### src/rtl/draw_sequencer_if.sv
// Bus and pipeline-stage signal bundle for draw_sequencer.
// The slave modport is the sequencer's view; master is the CPU/stage side.
interface draw_sequencer_if #(
    parameter int unsigned ADDR_WIDTH  = 32,
    parameter int unsigned DATA_WIDTH  = 32,
    parameter int unsigned COUNT_WIDTH = 16
);
    logic                   i_bus_we;
    logic [ADDR_WIDTH-1:0]  i_bus_addr;
    logic [DATA_WIDTH-1:0]  i_bus_wdata;
    logic [DATA_WIDTH-1:0]  o_bus_rdata;
    logic                   o_fetch_start;
    logic [ADDR_WIDTH-1:0]  o_fetch_base;
    logic [COUNT_WIDTH-1:0] o_fetch_index;
    logic [1:0]             o_fetch_nverts;
    logic                   i_fetch_done;
    logic                   o_shader_en;
    logic [DATA_WIDTH-1:0]  o_shader_pc;
    logic                   o_rast_start;
    logic [1:0]             o_rast_mode;
    logic                   o_rast_flip;
    logic                   i_rast_done;
    logic                   i_frag_idle;
    logic                   o_busy;
    logic                   o_irq;

    modport slave (
        input  i_bus_we, i_bus_addr, i_bus_wdata, i_fetch_done, i_rast_done, i_frag_idle,
        output o_bus_rdata, o_fetch_start, o_fetch_base, o_fetch_index, o_fetch_nverts,
               o_shader_en, o_shader_pc, o_rast_start, o_rast_mode, o_rast_flip, o_busy, o_irq
    );

    modport master (
        output i_bus_we, i_bus_addr, i_bus_wdata, i_fetch_done, i_rast_done, i_frag_idle,
        input  o_bus_rdata, o_fetch_start, o_fetch_base, o_fetch_index, o_fetch_nverts,
               o_shader_en, o_shader_pc, o_rast_start, o_rast_mode, o_rast_flip, o_busy, o_irq
    );
endinterface

### src/rtl/draw_sequencer.sv
// Draw-call sequencer: CPU register block plus the fetch/shade/rasterize/drain loop
// with selectable primitive modes, per-stage watchdog, abort and sticky irq/err.
module draw_sequencer #(
    parameter int unsigned ADDR_WIDTH    = 32,
    parameter int unsigned DATA_WIDTH    = 32,
    parameter int unsigned COUNT_WIDTH   = 16,
    parameter int unsigned TIMEOUT_WIDTH = 16
) (
    input logic             clk,
    input logic             rst,
    draw_sequencer_if.slave bus
);

    localparam logic [ADDR_WIDTH-1:0] AddrControl  = ADDR_WIDTH'('h00);
    localparam logic [ADDR_WIDTH-1:0] AddrStatus   = ADDR_WIDTH'('h04);
    localparam logic [ADDR_WIDTH-1:0] AddrBase     = ADDR_WIDTH'('h08);
    localparam logic [ADDR_WIDTH-1:0] AddrCount    = ADDR_WIDTH'('h0C);
    localparam logic [ADDR_WIDTH-1:0] AddrPc       = ADDR_WIDTH'('h10);
    localparam logic [ADDR_WIDTH-1:0] AddrMode     = ADDR_WIDTH'('h14);
    localparam logic [ADDR_WIDTH-1:0] AddrPrimDone = ADDR_WIDTH'('h18);
    localparam logic [ADDR_WIDTH-1:0] AddrTimeout  = ADDR_WIDTH'('h1C);

    typedef enum logic [2:0] {
        StIdle,
        StFetch,
        StShade,
        StRast,
        StDrain,
        StDone
    } state_e;

    state_e state_q, state_d;

    logic [ADDR_WIDTH-1:0]    vertex_base_q;
    logic [COUNT_WIDTH-1:0]   vertex_count_q;
    logic [DATA_WIDTH-1:0]    pc_q;
    logic [1:0]               mode_q;
    logic [COUNT_WIDTH-1:0]   prim_done_q;
    logic [TIMEOUT_WIDTH-1:0] timeout_q;
    logic [TIMEOUT_WIDTH-1:0] wd_q;
    logic                     err_q;
    logic                     irq_q;
    logic [COUNT_WIDTH:0]     idx_q;
    logic [COUNT_WIDTH-1:0]   fetch_index_q;
    logic [1:0]               fetch_nverts_q;
    logic                     fetch_start_q;
    logic                     shader_en_q;
    logic                     rast_start_q;

    logic                  busy;
    logic                  ctrl_wr;
    logic                  start_req;
    logic                  abort_req;
    logic                  irq_clr;
    logic                  cfg_wr;
    logic [1:0]            nverts;
    logic [1:0]            stride;
    logic                  first_fits;
    logic                  next_fits;
    logic                  counting;
    logic                  wd_expire;
    logic                  draw_start;
    logic                  fetch_ack;
    logic                  prim_inc;
    logic                  set_irq;
    logic                  set_err;
    logic [DATA_WIDTH-1:0] rdata;

    assign busy      = (state_q != StIdle);
    assign ctrl_wr   = bus.i_bus_we && (bus.i_bus_addr == AddrControl);
    assign start_req = ctrl_wr && bus.i_bus_wdata[0];
    assign abort_req = ctrl_wr && bus.i_bus_wdata[1];
    assign irq_clr   = ctrl_wr && bus.i_bus_wdata[2];
    // Config is frozen for the whole draw.
    assign cfg_wr    = bus.i_bus_we && !busy;

    always_comb begin
        nverts = 2'd1;
        stride = 2'd1;
        unique case (mode_q)
            2'd0: begin nverts = 2'd1; stride = 2'd1; end
            2'd1: begin nverts = 2'd2; stride = 2'd2; end
            2'd2: begin nverts = 2'd3; stride = 2'd3; end
            2'd3: begin nverts = 2'd3; stride = 2'd1; end
        endcase
    end

    // One extra bit on the index so index + V never wraps.
    assign first_fits = (COUNT_WIDTH'(nverts) <= vertex_count_q);
    assign next_fits  = ((idx_q + (COUNT_WIDTH+1)'(nverts)) <= {1'b0, vertex_count_q});

    assign counting  = (state_q == StFetch) || (state_q == StRast) || (state_q == StDrain);
    assign wd_expire = (timeout_q != '0) && ((wd_q + TIMEOUT_WIDTH'(1)) == timeout_q);

    always_comb begin
        state_d    = state_q;
        draw_start = 1'b0;
        fetch_ack  = 1'b0;
        prim_inc   = 1'b0;
        set_irq    = 1'b0;
        set_err    = 1'b0;
        unique case (state_q)
            StIdle: begin
                if (start_req) begin
                    draw_start = 1'b1;
                    state_d    = first_fits ? StFetch : StDone;
                end
            end
            StFetch: begin
                if (bus.i_fetch_done) begin
                    fetch_ack = 1'b1;
                    state_d   = StShade;
                end else if (wd_expire) begin
                    set_err = 1'b1;
                    state_d = StIdle;
                end
            end
            StShade: state_d = StRast;
            StRast: begin
                if (bus.i_rast_done) begin
                    prim_inc = 1'b1;
                    state_d  = next_fits ? StFetch : StDrain;
                end else if (wd_expire) begin
                    set_err = 1'b1;
                    state_d = StIdle;
                end
            end
            StDrain: begin
                if (bus.i_frag_idle) begin
                    state_d = StDone;
                end else if (wd_expire) begin
                    set_err = 1'b1;
                    state_d = StIdle;
                end
            end
            StDone: begin
                set_irq = 1'b1;
                state_d = StIdle;
            end
            default: state_d = StIdle;
        endcase

        // Abort overrides every other event in the cycle.
        if (abort_req && busy) begin
            state_d   = StIdle;
            fetch_ack = 1'b0;
            prim_inc  = 1'b0;
            set_irq   = 1'b0;
            set_err   = 1'b0;
        end
    end

    always_ff @(posedge clk) begin
        if (rst) begin
            state_q        <= StIdle;
            fetch_start_q  <= 1'b0;
            shader_en_q    <= 1'b0;
            rast_start_q   <= 1'b0;
            wd_q           <= '0;
        end else begin
            state_q        <= state_d;
            fetch_start_q  <= (state_d == StFetch) && (state_q != StFetch);
            shader_en_q    <= (state_d == StShade) && (state_q != StShade);
            rast_start_q   <= (state_d == StRast) && (state_q != StRast);
            if ((state_d != state_q) || !counting) begin
                wd_q <= '0;
            end else begin
                wd_q <= wd_q + TIMEOUT_WIDTH'(1);
            end
        end
    end

    always_ff @(posedge clk) begin
        if (rst) begin
            idx_q          <= '0;
            fetch_index_q  <= '0;
            fetch_nverts_q <= '0;
            prim_done_q    <= '0;
            err_q          <= 1'b0;
            irq_q          <= 1'b0;
        end else begin
            if (draw_start) begin
                idx_q <= '0;
            end else if (fetch_ack) begin
                idx_q <= idx_q + (COUNT_WIDTH+1)'(stride);
            end
            if ((state_d == StFetch) && (state_q != StFetch)) begin
                fetch_index_q  <= draw_start ? '0 : idx_q[COUNT_WIDTH-1:0];
                fetch_nverts_q <= nverts;
            end
            if (draw_start) begin
                prim_done_q <= '0;
            end else if (prim_inc) begin
                prim_done_q <= prim_done_q + COUNT_WIDTH'(1);
            end
            if (draw_start) begin
                err_q <= 1'b0;
            end else if (set_err) begin
                err_q <= 1'b1;
            end
            // A set in the same cycle as a clear wins.
            if (set_irq || set_err) begin
                irq_q <= 1'b1;
            end else if (irq_clr) begin
                irq_q <= 1'b0;
            end
        end
    end

    always_ff @(posedge clk) begin
        if (rst) begin
            vertex_base_q  <= '0;
            vertex_count_q <= '0;
            pc_q           <= '0;
            mode_q         <= '0;
            timeout_q      <= '0;
        end else if (cfg_wr) begin
            case (bus.i_bus_addr)
                AddrBase:    vertex_base_q  <= ADDR_WIDTH'(bus.i_bus_wdata);
                AddrCount:   vertex_count_q <= bus.i_bus_wdata[COUNT_WIDTH-1:0];
                AddrPc:      pc_q           <= bus.i_bus_wdata;
                AddrMode:    mode_q         <= bus.i_bus_wdata[1:0];
                AddrTimeout: timeout_q      <= bus.i_bus_wdata[TIMEOUT_WIDTH-1:0];
                default: ;
            endcase
        end
    end

    always_comb begin
        rdata = '0;
        case (bus.i_bus_addr)
            AddrStatus:   rdata = DATA_WIDTH'({err_q, irq_q, busy});
            AddrBase:     rdata = DATA_WIDTH'(vertex_base_q);
            AddrCount:    rdata = DATA_WIDTH'(vertex_count_q);
            AddrPc:       rdata = pc_q;
            AddrMode:     rdata = DATA_WIDTH'(mode_q);
            AddrPrimDone: rdata = DATA_WIDTH'(prim_done_q);
            AddrTimeout:  rdata = DATA_WIDTH'(timeout_q);
            default:      rdata = '0;
        endcase
    end

    assign bus.o_bus_rdata    = rdata;
    assign bus.o_fetch_start  = fetch_start_q;
    assign bus.o_fetch_base   = vertex_base_q;
    assign bus.o_fetch_index  = fetch_index_q;
    assign bus.o_fetch_nverts = fetch_nverts_q;
    assign bus.o_shader_en    = shader_en_q;
    assign bus.o_shader_pc    = pc_q;
    assign bus.o_rast_start   = rast_start_q;
    // Strips rasterize as triangles; odd strip primitives swap winding.
    assign bus.o_rast_mode    = (mode_q == 2'd3) ? 2'd2 : mode_q;
    assign bus.o_rast_flip    = (mode_q == 2'd3) && fetch_index_q[0];
    assign bus.o_busy         = busy;
    assign bus.o_irq          = irq_q;

endmodule

### src/flat_wrapper.sv
// flat-port wrapper written by rule: the top's interface ports become plain ports
module draw_sequencer_flat 
#(
    parameter int unsigned ADDR_WIDTH    = 32,
    parameter int unsigned DATA_WIDTH    = 32,
    parameter int unsigned COUNT_WIDTH   = 16,
    parameter int unsigned TIMEOUT_WIDTH = 16
)
  (clk, rst, bus_i_bus_we, bus_i_bus_addr, bus_i_bus_wdata, bus_i_fetch_done, bus_i_rast_done, bus_i_frag_idle, bus_o_bus_rdata, bus_o_fetch_start, bus_o_fetch_base, bus_o_fetch_index, bus_o_fetch_nverts, bus_o_shader_en, bus_o_shader_pc, bus_o_rast_start, bus_o_rast_mode, bus_o_rast_flip, bus_o_busy, bus_o_irq);
  draw_sequencer_if #(.ADDR_WIDTH(ADDR_WIDTH), .DATA_WIDTH(DATA_WIDTH), .COUNT_WIDTH(COUNT_WIDTH)) bus_i ();
  input logic clk;
  input logic rst;
  input wire logic [$bits(bus_i.i_bus_we)-1:0] bus_i_bus_we;
  input wire logic [$bits(bus_i.i_bus_addr)-1:0] bus_i_bus_addr;
  input wire logic [$bits(bus_i.i_bus_wdata)-1:0] bus_i_bus_wdata;
  input wire logic [$bits(bus_i.i_fetch_done)-1:0] bus_i_fetch_done;
  input wire logic [$bits(bus_i.i_rast_done)-1:0] bus_i_rast_done;
  input wire logic [$bits(bus_i.i_frag_idle)-1:0] bus_i_frag_idle;
  output wire logic [$bits(bus_i.o_bus_rdata)-1:0] bus_o_bus_rdata;
  output wire logic [$bits(bus_i.o_fetch_start)-1:0] bus_o_fetch_start;
  output wire logic [$bits(bus_i.o_fetch_base)-1:0] bus_o_fetch_base;
  output wire logic [$bits(bus_i.o_fetch_index)-1:0] bus_o_fetch_index;
  output wire logic [$bits(bus_i.o_fetch_nverts)-1:0] bus_o_fetch_nverts;
  output wire logic [$bits(bus_i.o_shader_en)-1:0] bus_o_shader_en;
  output wire logic [$bits(bus_i.o_shader_pc)-1:0] bus_o_shader_pc;
  output wire logic [$bits(bus_i.o_rast_start)-1:0] bus_o_rast_start;
  output wire logic [$bits(bus_i.o_rast_mode)-1:0] bus_o_rast_mode;
  output wire logic [$bits(bus_i.o_rast_flip)-1:0] bus_o_rast_flip;
  output wire logic [$bits(bus_i.o_busy)-1:0] bus_o_busy;
  output wire logic [$bits(bus_i.o_irq)-1:0] bus_o_irq;
  assign bus_i.i_bus_we = bus_i_bus_we;
  assign bus_i.i_bus_addr = bus_i_bus_addr;
  assign bus_i.i_bus_wdata = bus_i_bus_wdata;
  assign bus_i.i_fetch_done = bus_i_fetch_done;
  assign bus_i.i_rast_done = bus_i_rast_done;
  assign bus_i.i_frag_idle = bus_i_frag_idle;
  assign bus_o_bus_rdata = bus_i.o_bus_rdata;
  assign bus_o_fetch_start = bus_i.o_fetch_start;
  assign bus_o_fetch_base = bus_i.o_fetch_base;
  assign bus_o_fetch_index = bus_i.o_fetch_index;
  assign bus_o_fetch_nverts = bus_i.o_fetch_nverts;
  assign bus_o_shader_en = bus_i.o_shader_en;
  assign bus_o_shader_pc = bus_i.o_shader_pc;
  assign bus_o_rast_start = bus_i.o_rast_start;
  assign bus_o_rast_mode = bus_i.o_rast_mode;
  assign bus_o_rast_flip = bus_i.o_rast_flip;
  assign bus_o_busy = bus_i.o_busy;
  assign bus_o_irq = bus_i.o_irq;
  draw_sequencer #(.ADDR_WIDTH(ADDR_WIDTH), .DATA_WIDTH(DATA_WIDTH), .COUNT_WIDTH(COUNT_WIDTH), .TIMEOUT_WIDTH(TIMEOUT_WIDTH)) u_core (.clk(clk), .rst(rst), .bus(bus_i));
endmodule
### config.mk
export PLATFORM = sky130hd
export DESIGN_NAME = draw_sequencer_flat
export DESIGN_NICKNAME = d
export VERILOG_FILES = /design/src/rtl/draw_sequencer_if.sv /design/src/rtl/draw_sequencer.sv /design/src/flat_wrapper.sv
export SDC_FILE = /design/constraint.sdc
export NUM_CORES = 1
export LEC_CHECK = 0
export BUFFER_PORTS_ARGS = -buffer_cell sky130_fd_sc_hd__buf_2
export CAP_MARGIN = 20
export CORE_AREA = 5 5 177 128
export DETAILED_ROUTE_END_ITERATION = 12
export DIE_AREA = 0 0 182 133
export PLACE_DENSITY = 0.75
export RECOVER_POWER = 25
export SETUP_SLACK_MARGIN = 0.05
export SKIP_LAST_GASP = 1
export SYNTH_ARGS = -nofsm -noshare
export SYNTH_HDL_FRONTEND = slang
export SYNTH_SLANG_ARGS = --single-unit
### constraint.sdc
create_clock -name clk -period 4.94 [get_ports clk]
set_input_delay 0.741 -clock clk [delete_from_list [all_inputs] [get_ports clk]]
set_output_delay 0.741 -clock clk [all_outputs]
set_load 0.02 [all_outputs]
# Word-level counts from Yosys, hierarchy flattened
# Index checks and enable logic that the tools add are counted.
[op_classes]
n_addsub = 4
magnitude_cmp = 2
n_eq_ne = 23
mux = 32
n_reduce_logical = 32
[ops]
columns = ["cell", "count"]
rows = [
  ["32-bit one-hot mux with 7 select lines", 1],
  ["32-bit by 5-bit == test with 1-bit output (second input constant)", 4],
  ["32-bit by 4-bit == test with 1-bit output (second input constant)", 2],
  ["17-bit by 2-bit adder with 17-bit output", 2],
  ["16-bit by 1-bit adder with 16-bit output (second input constant)", 2],
  ["32-bit by 3-bit == test with 1-bit output (second input constant)", 1],
  ["32-bit logical NOT", 1],
  ["3-bit 2-to-1 mux", 8],
  ["17-bit by 16-bit less-or-equal comparator with 1-bit output", 1],
  ["1-bit 2-to-1 mux", 17],
  ["16-bit == test", 1],
  ["2-bit by 16-bit less-or-equal comparator with 1-bit output", 1],
  ["16-bit 2-to-1 mux", 1],
  ["16-bit nonzero test", 1],
  ["3-bit one-hot mux with 5 select lines", 1],
  ["3-bit by 2-bit == test with 1-bit output (second input constant)", 4],
  ["2-bit one-hot mux with 3 select lines", 2],
  ["1-bit logical AND", 11],
  ["2-bit AND reduction", 5],
  ["2-bit OR reduction", 4],
  ["3-bit by 1-bit == test with 1-bit output (second input constant)", 2],
  ["3-bit == test (second input constant)", 2],
  ["3-bit by 2-bit != test with 1-bit output (second input constant)", 2],
  ["2-bit == test (second input constant)", 2],
  ["other kinds (11)", 15],
]
[word_totals]
reg_bits = 173
out_inout_bits = 122
wordCells = 109

# Depth between registers and ports, before layout
[depth]
depth_word = 12
mapped_depth = 21
ltp_nobuf = 19

# Least setup slack after synthesis
# Ideal clock, no wire load.
[synth_path]
path_type = "reg2reg"
start = "register u_core.mode_q[0]"
end = "register u_core.fetch_nverts_q[0], in the netlist u_core.bus.o_fetch_nverts[0]"
setup_ns = 0.121
t_arrival_ns = 3.753
t_required_ns = 4.819
setup_slack_ns = 1.066
path_stages_with_launch = 19
n_path_buf = 1
period_less_slack_ns = 3.874
cell_sequence = "dfxtp_1 > ha_1 > inv_1 > ha_1 > fa_1 > nand4_1 > nor2_1 > xor2_1 > ha_1 > nand3_1 > nor3_1 > and3_1 > a211oi_1 > o21ai_1 > nand4_1 > nand3_1 > o2111a_1 > buf_6 > mux2_4"
[synth_via]
elab_chain_len = 11
[synth_rtl]
columns = ["element", "line_no", "source"]
rows = [
  ["start, declared", "draw_sequencer.sv:37", "logic [1:0] mode_q;"],
  ["start signal, assigned", "draw_sequencer.sv:222", "AddrMode: mode_q <= bus.i_bus_wdata[1:0];"],
  ["2-bit == test", "draw_sequencer.sv:80", "unique case (mode_q)"],
  ["2-bit OR reduction (no source line)", "n/a", ""],
  ["2-bit one-hot mux with 3 select lines (*)", "draw_sequencer.sv:80", ""],
  ["named net u_core.nverts[0]", "draw_sequencer.sv:56", "logic [1:0] nverts;"],
  ["17-bit by 2-bit adder with 17-bit output", "draw_sequencer.sv:90", "assign next_fits = ((idx_q + (COUNT_WIDTH+1)'(nverts)) <= {1'b0, vertex_count_q});"],
  ["17-bit by 16-bit less-or-equal comparator with 1-bit output", "draw_sequencer.sv:90", ""],
  ["3-bit 2-to-1 mux", "draw_sequencer.sv:122", "state_d = next_fits ? StFetch : StDrain;"],
  ["3-bit 2-to-1 mux", "draw_sequencer.sv:120", "if (bus.i_rast_done) begin"],
  ["3-bit one-hot mux with 5 select lines", "draw_sequencer.sv:102", "unique case (state_q)"],
  ["3-bit 2-to-1 mux", "draw_sequencer.sv:144", "if (abort_req && busy) begin"],
  ["3-bit by 1-bit == test with 1-bit output", "draw_sequencer.sv:187", "if ((state_d == StFetch) && (state_q != StFetch)) begin"],
  ["1-bit logical AND", "draw_sequencer.sv:187", ""],
  ["end signal, assigned", "draw_sequencer.sv:189", "fetch_nverts_q <= nverts;"],
  ["end, declared", "draw_sequencer.sv:45", "logic [1:0] fetch_nverts_q;"],
]
# The timed path passes the listed nets; every way through them passes the cells marked *.
# A chain may end at the register's enable or synchronous reset.

# Final worst setup path
[layout_path]
start = "register u_core.mode_q[0]"
end = "register u_core.fetch_nverts_q[1], in the netlist u_core.bus.o_fetch_nverts[1]"
[layout_via]
elab_chain_len = 11
[layout_rtl]
columns = ["element", "line_no"]
rows = [
  ["2-bit == test", "draw_sequencer.sv:80"],
  ["2-bit OR reduction (no source line)", "n/a"],
  ["2-bit one-hot mux with 3 select lines (*)", "draw_sequencer.sv:80"],
  ["named net u_core.nverts[0]", "draw_sequencer.sv:56"],
  ["17-bit by 2-bit adder with 17-bit output", "draw_sequencer.sv:90"],
  ["17-bit by 16-bit less-or-equal comparator with 1-bit output", "draw_sequencer.sv:90"],
  ["3-bit 2-to-1 mux", "draw_sequencer.sv:122"],
  ["3-bit 2-to-1 mux", "draw_sequencer.sv:120"],
  ["3-bit one-hot mux with 5 select lines (*)", "draw_sequencer.sv:102"],
  ["3-bit 2-to-1 mux (*)", "draw_sequencer.sv:144"],
  ["3-bit by 1-bit == test with 1-bit output (*)", "draw_sequencer.sv:187"],
  ["1-bit logical AND (*)", "draw_sequencer.sv:187"],
]
# Marks and branches as above.

==> impl_summary.txt <==
----------------------------------------------------
[Clock tree]
  Number of CTS-inserted buffers ... 17
  Maximum clock path buffer count ... 2
  Post-CTS setup-driven buffer insertion count ... 0
  Sink Count ... 173
  Clock Root Buffer ... clkbuf_16
  Clock input transition at the sequential cells of the worst setup and hold paths ... 0.07 ns
  Post-CTS Resized ... 0
  CTS tree ... built
  Clk Latency, worst-skew pair ... 0.44 ns
  Hold buffer count at cts ... 0
  Number of levels the H-tree was split into ... 4

[Critical path]
  Startpoint types ... register
  CP Launch Point ... u_core.mode_q[0]$_SDFFE_PP0P_
  CP Max Fanout ... 17
  Worst path buffer plus inverter count ... 2
  Critical path, cell by cell ... ha_1 > inv_1 > ha_1 > fa_1 > nand4_1 > nor2_1 > xor2_1 > ha_1 > nand3_1 > nor3_1 > and3_1 > a211oi_1 > o21ai_1 > nand4_1 > nand3_1 > o2111a_1 > buf_4 > mux2_4
  CP Capture Point ... u_core.bus.o_fetch_nverts[1]$_SDFFE_PP0P_
  Crit. path cell count ... 18
  Most frequent cell on the critical path ... ha_1
  Kind of end point of the critical path ... register
  Worst endpoint data arrival time ... 4.80 ns
  Endpoint of the worst register-to-register path ... u_core.bus.o_fetch_nverts[1]$_SDFFE_PP0P_
  CP required ... 5.27 ns
  Family with the most delay on the worst path ... adder cells
  Cell with the largest stage delay on the worst path ... fa_1
  Setup CP Type ... register to register
  FF-to-FF setup slack ... 0.47 ns
  Critical R2R Launch ... u_core.mode_q[0]$_SDFFE_PP0P_
  Max incr delay on CP ... 0.46 ns
  Number of cells traversed by the worst register-to-register path ... 18

[Detailed routing]
  Total number of vias ... 9232
  First DRT Iteration DRCs ... 1129
  Number of design rule violations left after detail routing ... 0
  Routed Wire Length ... 29500 µm
  Drt first pass iters ... 6
  Via density ... 5.82
  Count of nets left with antenna violations after detail routing ... 0
  Mean routed wirelength per cell ... 18.6 µm

[Min path]
  Number of cells on the worst hold path ... 2
  Type of the worst min-delay path ... register to register

[Yosys]
  Simple-gate portion of the synthesized area ... 28.0%
  Synthesis Warnings ... 0
  Library cells used by synthesis ... 75
  Combinational family with the most area after synthesis ... simple AND/OR/NAND/NOR gates
  Fraction of synthesized area in multiplexers ... 2.76%
  Syn Inst Count ... 1136
  Seq/Total Area, Yosys ... 38.0%
  Dominant synthesized flop cell ... dfxtp_1
  Async SR Flop Fraction ... 0%
  Share of the synthesized netlist area taken by xor and xnor gates ... 5.91%
  Post-synth net total ... 1234
  Mean area per synthesized cell ... 8.03 µm²
  Number of register bits inferred by synthesis ... 173
  Post-synthesis instance area ... 9120 µm²
  Number of synthesized flops with an enable pin ... 0
  Post-synthesis compound-gate area fraction ... 16.5%
  Fraction of the mapped netlist area in adder cells ... 4.11%

[STA]
  Remaining max-slew budget at the tightest pin ... 33.9%
  Setup TNS Final ... 0 ns
  Clock skew ... 0.0134 ns
  Worst Max-Slew Pin Slew ... 0.992 ns
  Post-route minimum period ... 4.47 ns
  Hold violation total from the final report ... 0
  Fmax ... 224 MHz
  Share of the cycle needed by the critical path after routing ... 90.5%
  RSZ-0062 raised after global routing ... no
  Post-route worst hold slack ... 0.468 ns
  Setup-failing EPs final ... 0
  Final slew viol count ... 0

[Floorplanning]
  Die area ... 24200 µm²
  Height of the chip ... 133 µm
  Count of pins on the block boundary ... 192
  Initial Utilization ... 43.4%
  # rows ... 45
  Die W ... 182 µm
  Core area ... 21000 µm²

[Cells and area]
  Finished Cell Area ... 10800 µm²
  Layout cell share with drive strength beyond 1 ... 14.7%
  Net total in the final layout ... 1389
  Diodes inserted ... 0
  Area growth, synth to finish ... 18.2%
  Core occupancy in the finished layout ... 51.4%
  Number of standard cells in the final layout excluding fillers ... 1586

[Global routing]
  Wire length of the first global-routing pass ... 46900 µm
  Global-route total usage across every layer ... 23.7%
  Antenna violations before repair ... 0
  Pin count of the biggest net entering global routing ... 75
  Grt ovf ... 0
  Number of global-route vias before repair ... 8530

[Run]
  Number of max-capacitance violations reported ... 0

[Power]
  Peak supply drop ... 0.255 mV
  Power per Cell Area ... 281 nW/µm²
  Leakage power ... 4.01 nW

[Placed design]
  GPL Wtd Cong ... 0.908
  Instance area after placement ... 10300 µm²
  Cell total after placement ... 1554
  Port buffer count ... 191
  DPL Wire Length ... 21700 µm

[Outcome]
  Status ... completed

----------------------------------------------------
## metrics by stage
step	total power, mW	setup WS, ns
3_5_place_dp	1.69	0.502
4_1_cts	3.05	0.482
2_1_floorplan	1.62	1.07
6_report	3.03	0.471
5_1_grt	3.13	0.0799
3_3_place_gp	1.69	0.651
## layout by cell type, fill, tap and decap left out, types with 3 or more instances in the layout
cell / synthesis / routed
clkbuf_16: 0 / 17
nor4_2: 4 / 5
inv_8: 0 / 5
a21o_1: 5 / 5
a32oi_1: 3 / 3
a22oi_1: 18 / 18
nor3_1: 28 / 27
a31oi_1: 5 / 5
nand2b_1: 23 / 23
nor2b_1: 7 / 7
and4_1: 8 / 8
o211ai_1: 3 / 3
a21oi_1: 123 / 123
and3_1: 15 / 15
clkinv_8: 0 / 4
xnor2_1: 30 / 30
dfxtp_1: 173 / 173
inv_1: 33 / 33
o21ai_0: 15 / 15
nand3b_1: 20 / 20
clkbuf_1: 63 / 73
or3_1: 10 / 10
buf_2: 3 / 117
mux2i_1: 21 / 21
and2_1: 8 / 8
nand2_1: 244 / 244
ha_1: 26 / 26
a22o_1: 16 / 16
xor2_1: 29 / 29
nand4_1: 19 / 19
nor2_1: 60 / 60
nand3_1: 28 / 28
a222oi_1: 14 / 14
nor3b_1: 3 / 3
buf_4: 2 / 17
nor4_1: 22 / 21
## final cells by class
cell class	instances	area, µm²
clock buffer	18	439
sequential	173	3460
clock inverter	14	168
fill	2057	10200
tap	282	353
timing repair buffer	208	1010
inverter	33	124
multi-input combinational	858	5230
## worst register-to-register path, delay by kind of cell (launching register included)
| kind | cells | cell delay (ns) |
|---|---|---|
| fa+ha+maj | 4 | 1.30 |
| flops | 1 | 0.43 |
| simple gates | 7 | 1.18 |
| xor+xnor | 1 | 0.15 |
| compound gates | 3 | 0.59 |
| buf+inv | 2 | 0.38 |
| mux | 1 | 0.33 |
## cell usage after synthesis, drive strengths merged, types with 7 or more instances
cell,n,area [µm²]
nand2,245,922
nor2b,7,43.8
xor2,29,254
nor4,27,209
and2,10,65.1
nand4,20,131
a222oi,14,140
mux2i,21,210
clkbuf,64,241
and3,15,93.8
a22o,16,140
a21oi,123,616
nand3b,20,150
nand2b,24,158
ha,26,325
o21ai,16,80.1
or3,10,62.6
buf,8,72.6
xnor2,30,263
a22oi,18,135
nor2,60,225
nand3,29,158
and4,9,81.3
inv,33,124
dfxtp,173,3460
nor3,29,150
## routing by layer
layer,global-route usage [%],vias up,part of all wire (%)
met5,0,-,0
met4,5.33,0,1.4
met3,5.83,45,11
met2,33.6,520,41
met1,36.1,4364,47
li1,-,4303,-
## worst min-delay path by stage
stage                                    startpoint                   endpoint  slack [ns]
after floorplan           u_core.err_q$_SDFFE_PP0P_  u_core.err_q$_SDFFE_PP0P_        0.43
after global placement    u_core.err_q$_SDFFE_PP0P_  u_core.err_q$_SDFFE_PP0P_        0.44
after detailed placement  u_core.err_q$_SDFFE_PP0P_  u_core.err_q$_SDFFE_PP0P_        0.45
after CTS                 u_core.err_q$_SDFFE_PP0P_  u_core.err_q$_SDFFE_PP0P_        0.46
after global routing      u_core.err_q$_SDFFE_PP0P_  u_core.err_q$_SDFFE_PP0P_        0.49
final                     u_core.err_q$_SDFFE_PP0P_  u_core.err_q$_SDFFE_PP0P_        0.47
## power breakdown
part | internal (mW) | switching (mW)
clock network | 0.699 | 0.672
registers | 1.40 | 0.0120
logic | 0.0937 | 0.153
## state kept, by name, indices dropped and copies added, names as in the netlist, 2 cells and up
name,cells
u_core.bus.o_fetch_base,32
u_core.bus.o_shader_pc,32
u_core.idx_q,17
u_core.bus.o_fetch_index,16
u_core.prim_done_q,16
u_core.timeout_q,16
u_core.vertex_count_q,16
u_core.wd_q,16
u_core.state_q,3
u_core.bus.o_fetch_nverts,2
u_core.mode_q,2
## cells by family after synthesis
logic type      after synthesis
buf+inv                     105
flops                       173
simple gates                517
xor+xnor                     60
mux                          24
fa+ha+maj                    29
compound gates              228
Note: power is estimated with default switching activity, not from simulation.
